===== src/rtl/div_pkg.sv =====
// Shared types and constants for the iterative restoring divider.
// The early-out shortcut is enabled by defining DIV_EARLY_OUT_EN.
package div_pkg;

  typedef enum logic [1:0] {
    IDLE    = 2'd0,
    BY_ZERO = 2'd1,
    ON      = 2'd2,
    END     = 2'd3
  } div_state_t;

  localparam int DIV_WIDTH = 32;

  // Quotient returned for a zero divisor; architecturally undefined, fixed for determinism.
  localparam logic [DIV_WIDTH-1:0] DIV_ZERO_QUOT = '1;

  // result layout: {remainder (HI), quotient (LO)}
  localparam int HI_MSB = 2*DIV_WIDTH-1;
  localparam int HI_LSB = DIV_WIDTH;
  localparam int LO_MSB = DIV_WIDTH-1;
  localparam int LO_LSB = 0;

endpackage


===== src/rtl/div_step.sv =====
// One combinational restoring-division step: shift a dividend bit into the
// partial remainder, trial-subtract the divisor, keep the difference if non-negative.
module div_step
  import div_pkg::*;
#(
  parameter int WIDTH = DIV_WIDTH
) (
  input  logic [WIDTH-1:0] rem_i,
  input  logic             bit_i,
  input  logic [WIDTH-1:0] divisor_i,
  output logic [WIDTH-1:0] rem_o,
  output logic             qbit_o
);

  logic [WIDTH:0] shifted;
  logic [WIDTH:0] diff;

  // rem_i < divisor_i always holds, so the shifted value fits in WIDTH+1 bits
  assign shifted = {rem_i, bit_i};
  assign diff    = shifted - {1'b0, divisor_i};
  assign qbit_o  = ~diff[WIDTH];
  assign rem_o   = qbit_o ? diff[WIDTH-1:0] : shifted[WIDTH-1:0];

endmodule


===== src/rtl/div_unit.sv =====
// Iterative radix-2 restoring divider (DIV/DIVU) for the EX stage.
// Optional macro DIV_EARLY_OUT_EN: skip iterations when |dividend| < |divisor|.
//
// Handshake: start_i is a level request sampled in IDLE when annul_i=0; the
// unit answers with stall_o until the result is ready, then a single-cycle
// ready_o pulse with result_o valid; result_o holds until the next ready_o.
module div_unit
  import div_pkg::*;
#(
  parameter int WIDTH = DIV_WIDTH,
  parameter int CNT_W = 6
) (
  input  logic               clk,
  input  logic               resetn,
  input  logic               start_i,
  input  logic               signed_i,
  input  logic               annul_i,
  input  logic [WIDTH-1:0]   opdata1_i,
  input  logic [WIDTH-1:0]   opdata2_i,
  output logic [2*WIDTH-1:0] result_o,
  output logic               ready_o,
  output logic               stall_o,
  output div_state_t         state_o
);

  div_state_t       state, state_nxt;
  logic [CNT_W-1:0] cnt;
  logic [WIDTH-1:0] dvd_q;
  logic [WIDTH-1:0] dvs_q;
  logic [WIDTH-1:0] rem_q;
  logic             neg_quot_q;
  logic             neg_rem_q;

  logic             accept;
  logic             by_zero;
  logic             early;
  logic             last_step;
  logic [WIDTH-1:0] abs_a, abs_b;
  logic [WIDTH-1:0] step_rem;
  logic             step_q;
  logic [WIDTH-1:0] fix_quot, fix_rem;
  logic             nq, nr;
  logic [WIDTH-1:0] out_quot, out_rem;

  assign accept    = start_i & ~annul_i;
  assign by_zero   = (opdata2_i == '0);
  assign abs_a     = (signed_i & opdata1_i[WIDTH-1]) ? -opdata1_i : opdata1_i;
  assign abs_b     = (signed_i & opdata2_i[WIDTH-1]) ? -opdata2_i : opdata2_i;
  assign last_step = (cnt == CNT_W'(WIDTH-1));

`ifdef DIV_EARLY_OUT_EN
  assign early = (abs_a < abs_b);
`else
  assign early = 1'b0;
`endif

  div_step #(.WIDTH(WIDTH)) u_step (
    .rem_i     (rem_q),
    .bit_i     (dvd_q[WIDTH-1]),
    .divisor_i (dvs_q),
    .rem_o     (step_rem),
    .qbit_o    (step_q)
  );

  // state register
  always_ff @(posedge clk or negedge resetn) begin
    if (!resetn) state <= IDLE;
    else         state <= state_nxt;
  end

  // next-state logic
  always_comb begin
    state_nxt = state;
    case (state)
      IDLE: begin
        if (accept) begin
          if (by_zero)    state_nxt = BY_ZERO;
          else if (early) state_nxt = END;
          else            state_nxt = ON;
        end
      end
      BY_ZERO: state_nxt = annul_i ? IDLE : END;
      ON: begin
        if (annul_i)        state_nxt = IDLE;
        else if (last_step) state_nxt = END;
      end
      END:     state_nxt = IDLE;
      default: state_nxt = IDLE;
    endcase
  end

  // outputs
  always_comb begin
    ready_o = (state == END);
    stall_o = ((state == IDLE) & accept) | (state == ON) | (state == BY_ZERO);
    state_o = state;
  end

  // Value that result_o captures on the edge entering END, before sign fix
  always_comb begin
    fix_quot = '0;
    fix_rem  = '0;
    nq       = 1'b0;
    nr       = 1'b0;
    case (state)
      IDLE: begin
        fix_rem = abs_a;
        nr      = signed_i & opdata1_i[WIDTH-1];
      end
      ON: begin
        fix_quot = {dvd_q[WIDTH-2:0], step_q};
        fix_rem  = step_rem;
        nq       = neg_quot_q;
        nr       = neg_rem_q;
      end
      BY_ZERO: begin
        fix_quot = WIDTH'(DIV_ZERO_QUOT);
        fix_rem  = dvd_q;
      end
      default: ;
    endcase
  end

  assign out_quot = nq ? -fix_quot : fix_quot;
  assign out_rem  = nr ? -fix_rem  : fix_rem;

  always_ff @(posedge clk or negedge resetn) begin
    if (!resetn) begin
      cnt        <= '0;
      dvd_q      <= '0;
      dvs_q      <= '0;
      rem_q      <= '0;
      neg_quot_q <= 1'b0;
      neg_rem_q  <= 1'b0;
      result_o   <= '0;
    end else begin
      if (state_nxt == END) result_o <= {out_rem, out_quot};
      case (state)
        IDLE: begin
          if (accept) begin
            // a zero divisor reports the raw dividend, so keep it unmodified
            dvd_q      <= by_zero ? opdata1_i : abs_a;
            dvs_q      <= abs_b;
            rem_q      <= '0;
            cnt        <= '0;
            neg_quot_q <= signed_i & (opdata1_i[WIDTH-1] ^ opdata2_i[WIDTH-1]);
            neg_rem_q  <= signed_i & opdata1_i[WIDTH-1];
          end
        end
        ON: begin
          if (!annul_i) begin
            rem_q <= step_rem;
            dvd_q <= {dvd_q[WIDTH-2:0], step_q};
            cnt   <= cnt + CNT_W'(1);
          end
        end
        default: ;
      endcase
    end
  end

endmodule


===== config.mk =====
export PLATFORM = sky130hd
export DESIGN_NAME = div_unit
export DESIGN_NICKNAME = d
export VERILOG_FILES = /design/src/rtl/div_pkg.sv /design/src/rtl/div_step.sv /design/src/rtl/div_unit.sv
export SDC_FILE = /design/constraint.sdc
export NUM_CORES = 1
export LEC_CHECK = 0
export BUFFER_PORTS_ARGS = -buffer_cell sky130_fd_sc_hd__buf_2
export CAP_MARGIN = 25
export CORE_ASPECT_RATIO = 0.75
export CORE_MARGIN = 2
export CORE_UTILIZATION = 35
export CTS_BUF_LIST = sky130_fd_sc_hd__clkbuf_8
export DETAILED_ROUTE_END_ITERATION = 6
export HOLD_SLACK_MARGIN = 0.06
export PLACE_DENSITY = 0.61
export RECOVER_POWER = 50
export SLEW_MARGIN = 40
export SYNTH_ARGS = -nofsm -noshare
export SYNTH_HDL_FRONTEND = slang
export SYNTH_SLANG_ARGS = --single-unit

===== constraint.sdc =====
create_clock -name clk -period 5 [get_ports clk]
set_input_delay 0.25 -clock clk [delete_from_list [all_inputs] [get_ports clk]]
set_output_delay 0.25 -clock clk [all_outputs]
set_load 0.01 [all_outputs]

==> impl_metrics.json, run 1 <==
{
  "status": "finished with violations",
  "violations": "capacitance limit, slew limit",
  "synth_warnings": 0,
  "crit_arrival_ns": 5.24,
  "grt_overflow": 0,
  "grt_max_degree": 80,
  "finClkSkew_ns": 0.0214,
  "end_kind": "flop",
  "layout_commonest_cell": "nand2_1",
  "die_w_um": 234,
  "final_nets": 2085,
  "preCtsSetupSlack_ns": 0.152,
  "syn_inst": 1857,
  "die_area_um2": 41400,
  "grt_pass1_vias": 13130,
  "synth-seq-area-share_pct": 30.6,
  "dpl.hpwl_um": 39500,
  "fp.dieH_um": 177,
  "ys_ff_latch": 170,
  "drt_iter0_drc": 1466,
  "leakage_nw": 6.74,
  "layout_common_cells": "313 x nand2_1, 253 x o21ai_0, 170 x dfrtp_1, 136 x a21oi_1, 127 x nor2_1",
  "holdWs_ns": 0.0767,
  "post-route-period-util_pct": 96.3,
  "cts-htree-levels": 4,
  "ctsRootBufferMaster": "clkbuf_8",
  "setup_tns_ns": 0,
  "crit_required_ns": 5.42,
  "start_kind": "flop",
  "period_needed_ns": 4.81,
  "clkSinkCount": 170,
  "drive_gt1_share_pct": 10.2,
  "ant_nets": 0,
  "portBuffers": 136,
  "async_flop_share_pct": 100,
  "relSlewSlack_pct": -161,
  "core_area_um2": 39300,
  "design_power_total_mw": 9.67,
  "dr.pass1.iters": 6,
  "slew_violations": 80,
  "routedWlPerCell_um": 20.4,
  "finalSetupViolations": 0,
  "drc": 0,
  "drv_cap": 1,
  "cts_buffer_depth": 2,
  "grt_pass1_wl_um": 78100,
  "totalWireLength_um": 51300,
  "gp_congestion": 0.924,
  "p_per_area_nw_per_um2": 609,
  "syn2layout_area_growth_pct": 14.1,
  "synth_cell_types": 82,
  "fmax_ghz": 0.208,
  "syn_area_per_cell_um2": 7.49,
  "rsz0062_at_grt": "yes",
  "vias": 14424,
  "tightest_slew_ns": 3.91,
  "start_util_pct": 35.4,
  "cts_tree": "yes",
  "syn-num-nets": 1968,
  "grt.total_usage_pct": 24.8,
  "setup_ws_ns": 0.186,
  "vdd_drop_max_v": 0.000274,
  "crit_fanout": 13,
  "syn_area_um2": 13900,
  "hold_class": "input pin to flop",
  "clk_latency_ns": 0.54,
  "cts_buffers": 17,
  "ys_dominant_reg_cell": "dfrtp_1",
  "hold_viol_final": 0,
  "multi_input_area_um2": 9050,
  "critPathKind": "flop to flop",
  "nFillCells": 4138,
  "via_per_inst": 5.74,
  "placementRows": 63,
  "ioPinCount": 137,
  "antenna_found_initial": 10,
  "area.sequential_um2": 4250,
  "synth-edff-count": 0,
  "dp.cells": 2450,
  "clk_pin_slew_ns": 0.12,
  "final_cells": 2515
}
[logic make-up (layout without fill, tap and decap cells)]
family	after synthesis	in the layout	synth area share, %
simple gates	685	685	22.9
compound gates	611	611	26.5
buf+inv	172	302	4.88
flops	170	170	30.6
xor+xnor	158	158	9.95
fa+ha+maj	42	42	3.83
mux	19	19	1.39
other cells	0	8	0
[timing repair]
| item | 4_1_cts | 5_1_grt |
|---|---|---|
| hold buffers | 24 | 0 |
| buffers inserted | 0 | 1 |
| gates resized for setup | 0 | 8 |
| endpoints found under the hold margin | 100 | 0 |
| endpoints found under the setup margin | 0 | 18 |
[worst max-delay path: stages (launching register included)]
cell	delay (ns)
dfrtp_1	0.46
ha_1	0.41
a21oi_2	0.26
o21ai_2	0.13
o21ai_0	0.49
a2111o_1	0.36
nand2_2	0.28
buf_4	0.25
a31oi_1	0.24
a41oi_1	0.34
or4_1	0.57
nor4_2	0.25
buf_4	0.24
a41oi_1	0.13
xnor2_1	0.18
o21ai_0	0.09
[area by class of cell]
type	instances	area share (%)
Antenna cell	8	0.126
Tap cell	520	4.10
Clock buffer	17	1.47
Clock inverter	15	1.23
Timing Repair Buffer	211	7.81
Inverter	59	1.40
Sequential cell	170	26.8
Multi-Input combinational cell	1515	57.1
[registers in the layout, indices dropped and copies added (netlist names)]
name	count
result_o	64
neg_quot_q	1
state_o	2
cnt	6
rem_q	32
dvs_q	32
neg_rem_q	1
dvd_q	32
[worst paths after layout]
kind                                          start                  endpoint  slack [ns]  cells past startpoint
max                           rem_q[14]$_DFFE_PN0P_  result_o[63]$_DFFE_PN0N_        0.19                     15
min                                    opdata2_i[2]      dvs_q[2]$_DFFE_PN0P_        0.08                      3
max reg2reg                   rem_q[14]$_DFFE_PN0P_  result_o[63]$_DFFE_PN0N_        0.19                     15
min reg2reg                result_o[23]$_DFFE_PN0N_  result_o[23]$_DFFE_PN0N_        0.49                      2
max in group asynchronous                    resetn     dvd_q[10]$_DFFE_PN0P_        0.90                      3
min in group asynchronous                    resetn     dvs_q[29]$_DFFE_PN0P_        1.83                      2
[cells in the mapped netlist, drive strengths merged, types with 12 or more instances]
library cell / number / area [um^2]
and2: 35 / 219
a22oi: 17 / 128
nand3: 37 / 185
clkbuf: 96 / 362
a22o: 15 / 131
or3: 22 / 143
a21o: 12 / 90.1
nor4: 25 / 169
a211oi: 17 / 133
o211ai: 18 / 135
dfrtp: 170 / 4250
ha: 41 / 513
o31ai: 15 / 113
a31oi: 37 / 231
nor2: 132 / 500
xnor2: 76 / 666
buf: 17 / 96.3
inv: 59 / 221
o21ai: 262 / 1320
a21oi: 138 / 698
nand2: 315 / 1180
nor3: 49 / 277
mux2i: 16 / 160
xor2: 82 / 718
[per-stage QoR]
stage	cell area (um^2)	util [%]
2_1_floorplan	13900	-
3_3_place_gp	15200	38.6
3_5_place_dp	15200	38.6
4_1_cts	15900	40.3
5_1_grt	15900	40.3
6_report	15900	40.3
[per-layer routing]
metal	global-route usage, %	share of wire, %	vias to the layer above
met5	0	0.080	-
met1	37.8	48	6865
met4	6.72	2.1	6
li1	-	-	6866
met2	33.5	40	630
met3	6.97	10	57
[report_power, final]
part	switching, mW	leakage [nW]	internal, mW
logic	4.10	4.31	2.14
clock network	0.682	0.216	0.434
registers	0.499	2.22	1.82
No activity file was read; power rests on OpenSTA's default activity.
==> run 2: changes to the inputs <==
--- a/config.mk
+++ b/config.mk
@@ -9,11 +9,11 @@
 export CAP_MARGIN = 25
 export CORE_ASPECT_RATIO = 0.75
 export CORE_MARGIN = 2
-export CORE_UTILIZATION = 35
+export CORE_UTILIZATION = 56
 export CTS_BUF_LIST = sky130_fd_sc_hd__clkbuf_8
 export DETAILED_ROUTE_END_ITERATION = 6
 export HOLD_SLACK_MARGIN = 0.06
-export PLACE_DENSITY = 0.61
+export PLACE_DENSITY = 0.86
 export RECOVER_POWER = 50
 export SLEW_MARGIN = 40
 export SYNTH_ARGS = -nofsm -noshare
==> run 2 against run 1 <==
  * The flow still finishes with violations (capacitance limit, slew limit)
  * Count of clock-buffer cells in the layout grew 1
  * Critical path depth grew 2
  * Critical path type unchanged
  * Utilization grew 23 points
  * Largest cell class unchanged
  * Combinational power is essentially flat
  * Sequential power is essentially flat
  * Global-route usage grew 13 points
  * Register-to-register slack is essentially flat
  * Clock power shrank 5%
  * Flip-flop and latch count is the same
  * Sequential share of layout area grew 0.78 points
  * Non-clock buffer count shrank 11
==> impl_metrics.json, run 2 (synthesis results as in run 1) <==
{
  "status": "finished with violations",
  "violations": "capacitance limit, slew limit",
  "gp_congestion": 0.996,
  "clkSinkCount": 170,
  "die_w_um": 186,
  "drive_gt1_share_pct": 9.92,
  "final_nets": 2074,
  "fmax_ghz": 0.208,
  "drv_cap": 2,
  "crit_required_ns": 5.42,
  "start_kind": "flop",
  "core_area_um2": 24200,
  "ioPinCount": 137,
  "postPlaceCellArea_um2": 14900,
  "die_area_um2": 26100,
  "regToRegSetupSlack_ns": 0.20,
  "holdPathEnd": "dvs_q[30]$_DFFE_PN0P_",
  "grt_pass1_wl_um": 75400,
  "hold_viol_final": 0,
  "vias": 14750,
  "setup_tns_ns": 0,
  "grt_overflow": 0,
  "end_kind": "flop",
  "reg2reg_to": "result_o[62]$_DFFE_PN0N_",
  "drc": 0,
  "hp-start": "opdata2_i[30]",
  "final_util_pct": 63.8,
  "vdd_drop_max_v": 0.000462,
  "diodes": 0,
  "cts_tree": "yes",
  "reg2reg_from": "rem_q[18]$_DFFE_PN0P_",
  "cts_buffer_depth": 2,
  "cts-htree-levels": 4,
  "placementRows": 49,
  "hold_class": "input pin to flop",
  "period_needed_ns": 4.80,
  "syn2layout_area_growth_pct": 10.9,
  "layout_common_cells": "313 x nand2_1, 253 x o21ai_0, 170 x dfrtp_1, 135 x a21oi_1, 127 x nor2_1",
  "cts_buffers": 17,
  "relSlewSlack_pct": -62.5,
  "holdWs_ns": 0.0721,
  "drt_iter0_drc": 2021,
  "design_power_total_mw": 9.61,
  "dpl.hpwl_um": 37000,
  "portBuffers": 136,
  "r2r_cells": 17,
  "clk_latency_ns": 0.52,
  "slew_violations": 128,
  "clk_pin_slew_ns": 0.11,
  "post-route-period-util_pct": 96.1,
  "dr.pass1.iters": 7,
  "totalWireLength_um": 49000,
  "ctsRootBufferMaster": "clkbuf_8",
  "leakage_nw": 6.65,
  "largest_reg_flops": 64,
  "rsz0062_at_grt": "no",
  "start_util_pct": 57.6,
  "largest-register": "result_o",
  "critPathKind": "flop to flop",
  "antenna_found_initial": 0,
  "via_per_inst": 6.39,
  "grt_max_degree": 95,
  "grt_pass1_vias": 13510,
  "crit_fanout": 18,
  "crit_arrival_ns": 5.22,
  "fp.dieH_um": 140,
  "p_per_area_nw_per_um2": 623,
  "fin_area_um2": 15400,
  "finClkSkew_ns": 0.0281,
  "ant_nets": 0,
  "whs_path_depth": 3,
  "finalSetupViolations": 0,
  "routedWlPerCell_um": 21.2,
  "grt.total_usage_pct": 37.6,
  "layout_commonest_cell": "nand2_1",
  "tightest_slew_ns": 2.44
}
[run 2: cell types whose count changed in the layout (fill, tap and decap cells not counted), sizes merged]
cell           change
clkinv             -2
inv                -4
clkdlybuf4s25      -1
clkbuf             +4
diode              -8
dlygate4sd3        -9
buf                -4
bufinv             +1
clkinvlp           +4
[run 2: area by class of cell]
type / instances / area [um^2]
flip-flops and latches: 170 / 4250
clock buffers: 18 / 248
fillers: 2250 / 8740
well taps: 331 / 414
repair buffers: 200 / 1110
multi-input cells: 1515 / 9020
clock inverters: 14 / 149
inverters: 59 / 221
[run 2: what timing repair did]
| action | 4_1_cts | 5_1_grt |
|---|---|---|
| hold endpoints to repair | 106 | 0 |
| hold buffers | 15 | 0 |
| endpoints found under the setup margin | 0 | 19 |
| resized for setup | 0 | 5 |
| setup buffers | 0 | 0 |
[run 2: worst max-delay path, stage by stage (launching register included)]
cell and delay, ns:
dfrtp_1 0.45, ha_1 0.32, buf_4 0.17, a21oi_1 0.26, o211ai_1 0.21, a21oi_1 0.24, o21ai_1 0.19, buf_4 0.25
nor2_2 0.34, buf_4 0.26, nor3_1 0.08, nor4_1 0.50, a41oi_1 0.35, nor4_2 0.37, buf_4 0.23, a41oi_1 0.13
xor2_1 0.16, o21ai_0 0.19
[run 2: metal layers]
metal,GRT usage [%],wire length [um],vias up
met3,13.6,6990,114
met2,51.6,19700,952
li1,-,-,6820
met5,0,0,-
met1,54.9,21100,6864
met4,11.1,1300,0
[run 2: worst max path at each step]
stage                           from                  endpoint  slack [ns]
4_1_cts        dvd_q[31]$_DFFE_PN0P_  result_o[26]$_DFFE_PN0N_        0.15
2_1_floorplan  dvd_q[31]$_DFFE_PN0P_  result_o[58]$_DFFE_PN0N_        0.22
3_3_place_gp   dvd_q[31]$_DFFE_PN0P_  result_o[61]$_DFFE_PN0N_        0.35
5_1_grt        dvd_q[31]$_DFFE_PN0P_  result_o[45]$_DFFE_PN0N_       0.005
3_5_place_dp   dvd_q[31]$_DFFE_PN0P_  result_o[26]$_DFFE_PN0N_        0.17
6_report       rem_q[18]$_DFFE_PN0P_  result_o[62]$_DFFE_PN0N_        0.20
[run 2: through the flow]
step	setup slack [ns]	std cells
3_3_place_gp	0.350	2260
2_1_floorplan	0.224	1857
3_5_place_dp	0.166	2260
6_report	0.196	2307
5_1_grt	0.00492	2307
4_1_cts	0.152	2307
[run 2: report_power, final]
group / internal, mW / switching (mW)
Combinational: 2.14 / 4.09
Clock: 0.460 / 0.602
Sequential: 1.82 / 0.505
==> run 3: changes to the inputs <==
--- a/config.mk
+++ b/config.mk
@@ -18,4 +18,5 @@
 export SLEW_MARGIN = 40
 export SYNTH_ARGS = -nofsm -noshare
 export SYNTH_HDL_FRONTEND = slang
+export SYNTH_HIERARCHICAL = 1
 export SYNTH_SLANG_ARGS = --single-unit
==> run 3 against run 2 <==
  * The run ends with DRC, capacitance limit, slew limit, setup timing left
  * Power is 32% higher
  * Design area rose by 3.2%
  * Global-route usage decreased by 2.9 points
  * Combinational power rose by 46%
  * Hold slack improved by 0.0029 ns
  * Sequential share of layout area down 0.85 points
  * Clock power hardly changed
  * Worst setup slack lost 0.22 ns
  * First-iteration DRC count down 6.4%
  * Largest power group unchanged
==> impl_metrics.json, run 3 <==
{
  "layout_common_cells": "307 x nand2_1, 219 x o21ai_0, 170 x dfrtp_1, 127 x a21oi_1, 102 x nor2_1",
  "clk_latency_ns": 0.50,
  "grt_max_degree": 106,
  "tightest_slew_ns": 3.03,
  "reg2reg_to": "result_o[58]$_DFFE_PN0N_",
  "ys_dominant_reg_cell": "dfrtp_1",
  "start_kind": "flop",
  "die_w_um": 185,
  "vdd_drop_max_v": 0.000476,
  "status": "finished with violations",
  "crit_arrival_ns": 5.39,
  "largest-register": "result_o",
  "yosysMostFrequentCell": "nand2_1",
  "syn_area_um2": 13700,
  "synth_top_area_share_pct": 31.0,
  "drt_iter0_drc": 1892,
  "cts_buffer_depth": 2,
  "finalSetupViolations": 1,
  "fp.dieH_um": 139,
  "core_area_um2": 24000,
  "grt.total_usage_pct": 34.7,
  "via_per_inst": 6.39,
  "gp_congestion": 0.990,
  "reg2reg_from": "dvd_q[31]$_DFFE_PN0P_",
  "hold_viol_final": 0,
  "ant_nets": 0,
  "synth_cell_types": 90,
  "clkSinkCount": 170,
  "violations": "DRC, capacitance limit, slew limit, setup timing",
  "regToRegSetupSlack_ns": -0.02,
  "dr.pass1.iters": 7,
  "clk_pin_slew_ns": 0.10,
  "gr-max-usage-layer": "met2",
  "largest_reg_flops": 64,
  "period_needed_ns": 5.02,
  "synth-edff-count": 0,
  "hold_class": "input pin to flop",
  "fmax_ghz": 0.199,
  "holdPathEnd": "dvs_q[16]$_DFFE_PN0P_",
  "cts_tree": "yes",
  "antenna_found_initial": 0,
  "syn_area_per_cell_um2": 7.62,
  "grt_use_met3_pct": 6.88,
  "slew_violations": 122,
  "leakage_nw": 6.97,
  "cts_buffers": 17,
  "end_kind": "flop",
  "ioPinCount": 137,
  "routedWlPerCell_um": 19.7,
  "setup_ws_ns": -0.0228,
  "hp-start": "opdata2_i[16]",
  "syn2layout_area_growth_pct": 16.1,
  "yosys-top-cells-count": "313 x nand2_1, 225 x o21ai_0, 170 x dfrtp_1",
  "synth-seq-area-share_pct": 31.0,
  "rsz0062_at_grt": "yes",
  "portBuffers": 136,
  "setup_tns_ns": -0.0228,
  "die_area_um2": 25800,
  "whs_path_depth": 3,
  "drive_gt1_share_pct": 16.0,
  "crit_fanout": 9,
  "cts-htree-levels": 4,
  "met1_usage_pct": 50.2,
  "preCtsSetupSlack_ns": -0.288,
  "ys_ff_latch": 170,
  "relSlewSlack_pct": -102,
  "p_per_area_nw_per_um2": 798,
  "design_power_total_mw": 12.7,
  "vias": 14633,
  "finClkSkew_ns": 0.0170,
  "critPathKind": "flop to flop",
  "synth_warnings": 6,
  "grt_overflow": 0,
  "totalWireLength_um": 45100,
  "start_util_pct": 57.0,
  "drv_cap": 2,
  "grt_pass1_vias": 13301,
  "synth_area_leaders": "dfrtp_1 31%, nand2_1 8.6%, o21ai_0 8.2%, a21oi_1 4.7%, xor2_1 4.3%",
  "syn_inst": 1799,
  "placementRows": 49,
  "dpl.hpwl_um": 33100,
  "met2_usage_pct": 53.0,
  "grt_pass1_wl_um": 70800,
  "async_flop_share_pct": 100,
  "layout_commonest_cell": "nand2_1",
  "final_nets": 2058,
  "syn-num-nets": 1910,
  "ctsRootBufferMaster": "clkbuf_8",
  "diodes": 0,
  "r2r_cells": 23,
  "post-route-period-util_pct": 100,
  "yosys.area.top_type": "dfrtp_1",
  "crit_required_ns": 5.37,
  "drc": 7
}
-- run 3: cell count changes after synthesis, moves of 11 or more --
cell	delta
o21ai_0	-28
and2_1	-14
mux2_4	+19
nand3_1	+20
a211oi_1	-13
xor2_1	-14
o41ai_1	+11
nor2_1	-25
o21ai_1	+13
a22o_1	-14
-- run 3: worst max path at each step --
stage,from,endpoint,slack (ns),cells past startpoint
3_3_place_gp,dvd_q[31]$_DFFE_PN0P_,result_o[58]$_DFFE_PN0N_,-0.08,23
5_1_grt,dvd_q[31]$_DFFE_PN0P_,result_o[58]$_DFFE_PN0N_,-0.25,25
3_5_place_dp,dvd_q[31]$_DFFE_PN0P_,result_o[31]$_DFFE_PN0N_,-0.29,23
6_report,dvd_q[31]$_DFFE_PN0P_,result_o[58]$_DFFE_PN0N_,-0.02,23
4_1_cts,dvd_q[31]$_DFFE_PN0P_,result_o[59]$_DFFE_PN0N_,0.0004,24
2_1_floorplan,dvd_q[31]$_DFFE_PN0P_,result_o[54]$_DFFE_PN0N_,0.01,20
-- run 3: critical path, cell delays in order, from the launching register on --
cell,delay [ns]
dfrtp_1,0.36
inv_1,0.05
ha_2,0.18
fa_2,0.33
and2b_2,0.26
o2111ai_4,0.13
a21oi_2,0.22
o2111ai_2,0.16
a211oi_2,0.27
nor2_2,0.07
mux2i_1,0.22
and2_4,0.22
inv_6,0.07
buf_8,0.14
buf_6,0.13
buf_4,0.15
mux2_4,0.31
a22oi_1,0.24
o31a_1,0.18
a221o_1,0.22
nand2_4,0.15
o41ai_4,0.42
xor2_1,0.27
o21ai_1,0.10
-- run 3: kinds of logic (layout without fill, tap and decap cells) --
kind of cell    count (synthesis)  in the layout  share of synthesized area (%)
mux                            31             31                           2.99
simple gates                  673            673                           23.0
fa+ha+maj                      42             42                           3.89
buf+inv                       182            343                           5.30
xor+xnor                      134            134                           8.56
compound gates                567            567                           25.3
flops                         170            170                           31.0
-- run 3: what timing repair did --
item                                   in CTS  in global routing
endpoints found under the hold margin      59                  0
hold buffers                                6                  0
pin swaps                                   6                 27
resized for setup                          20                 45
buffers inserted                            5                  8
setup endpoints to repair                  28                 34
-- run 3: cell type report --
cell class	count	area, um^2
multi-input combinational	1447	9080
fill	2094	8130
sequential	170	4250
timing repair buffer	253	1540
tap	331	414
clock buffer	20	275
inverter	58	223
clock inverter	12	123
-- run 3: stage by stage --
stage / instance area (um^2) / instances / util [%] / hold WS, ns
2_1_floorplan: 13700 / 1799 / - / -0.0456
3_3_place_gp: 15100 / 2240 / 62.8 / 0.238
3_5_place_dp: 15100 / 2240 / 62.9 / 0.248
4_1_cts: 15700 / 2283 / 65.3 / 0.0683
5_1_grt: 15900 / 2291 / 66.2 / 0.0812
6_report: 15900 / 2291 / 66.2 / 0.0750
-- run 3: metal layers --
metal | wire (um) | up-vias | share of wire [%]
met5 | 0 | - | 0
met4 | 1300 | 0 | 2.9
met3 | 4770 | 137 | 11
met2 | 20000 | 861 | 44
met1 | 19000 | 6928 | 42
li1 | - | 6707 | -
-- run 3: report_power, final --
| part | internal, mW | total, mW | switching [mW] |
|---|---|---|---|
| clock | 0.480 | 1.04 | 0.558 |
| combinational | 3.98 | 9.11 | 5.13 |
| sequential | 1.92 | 2.55 | 0.628 |
| total | 6.38 | 12.7 | 6.32 |
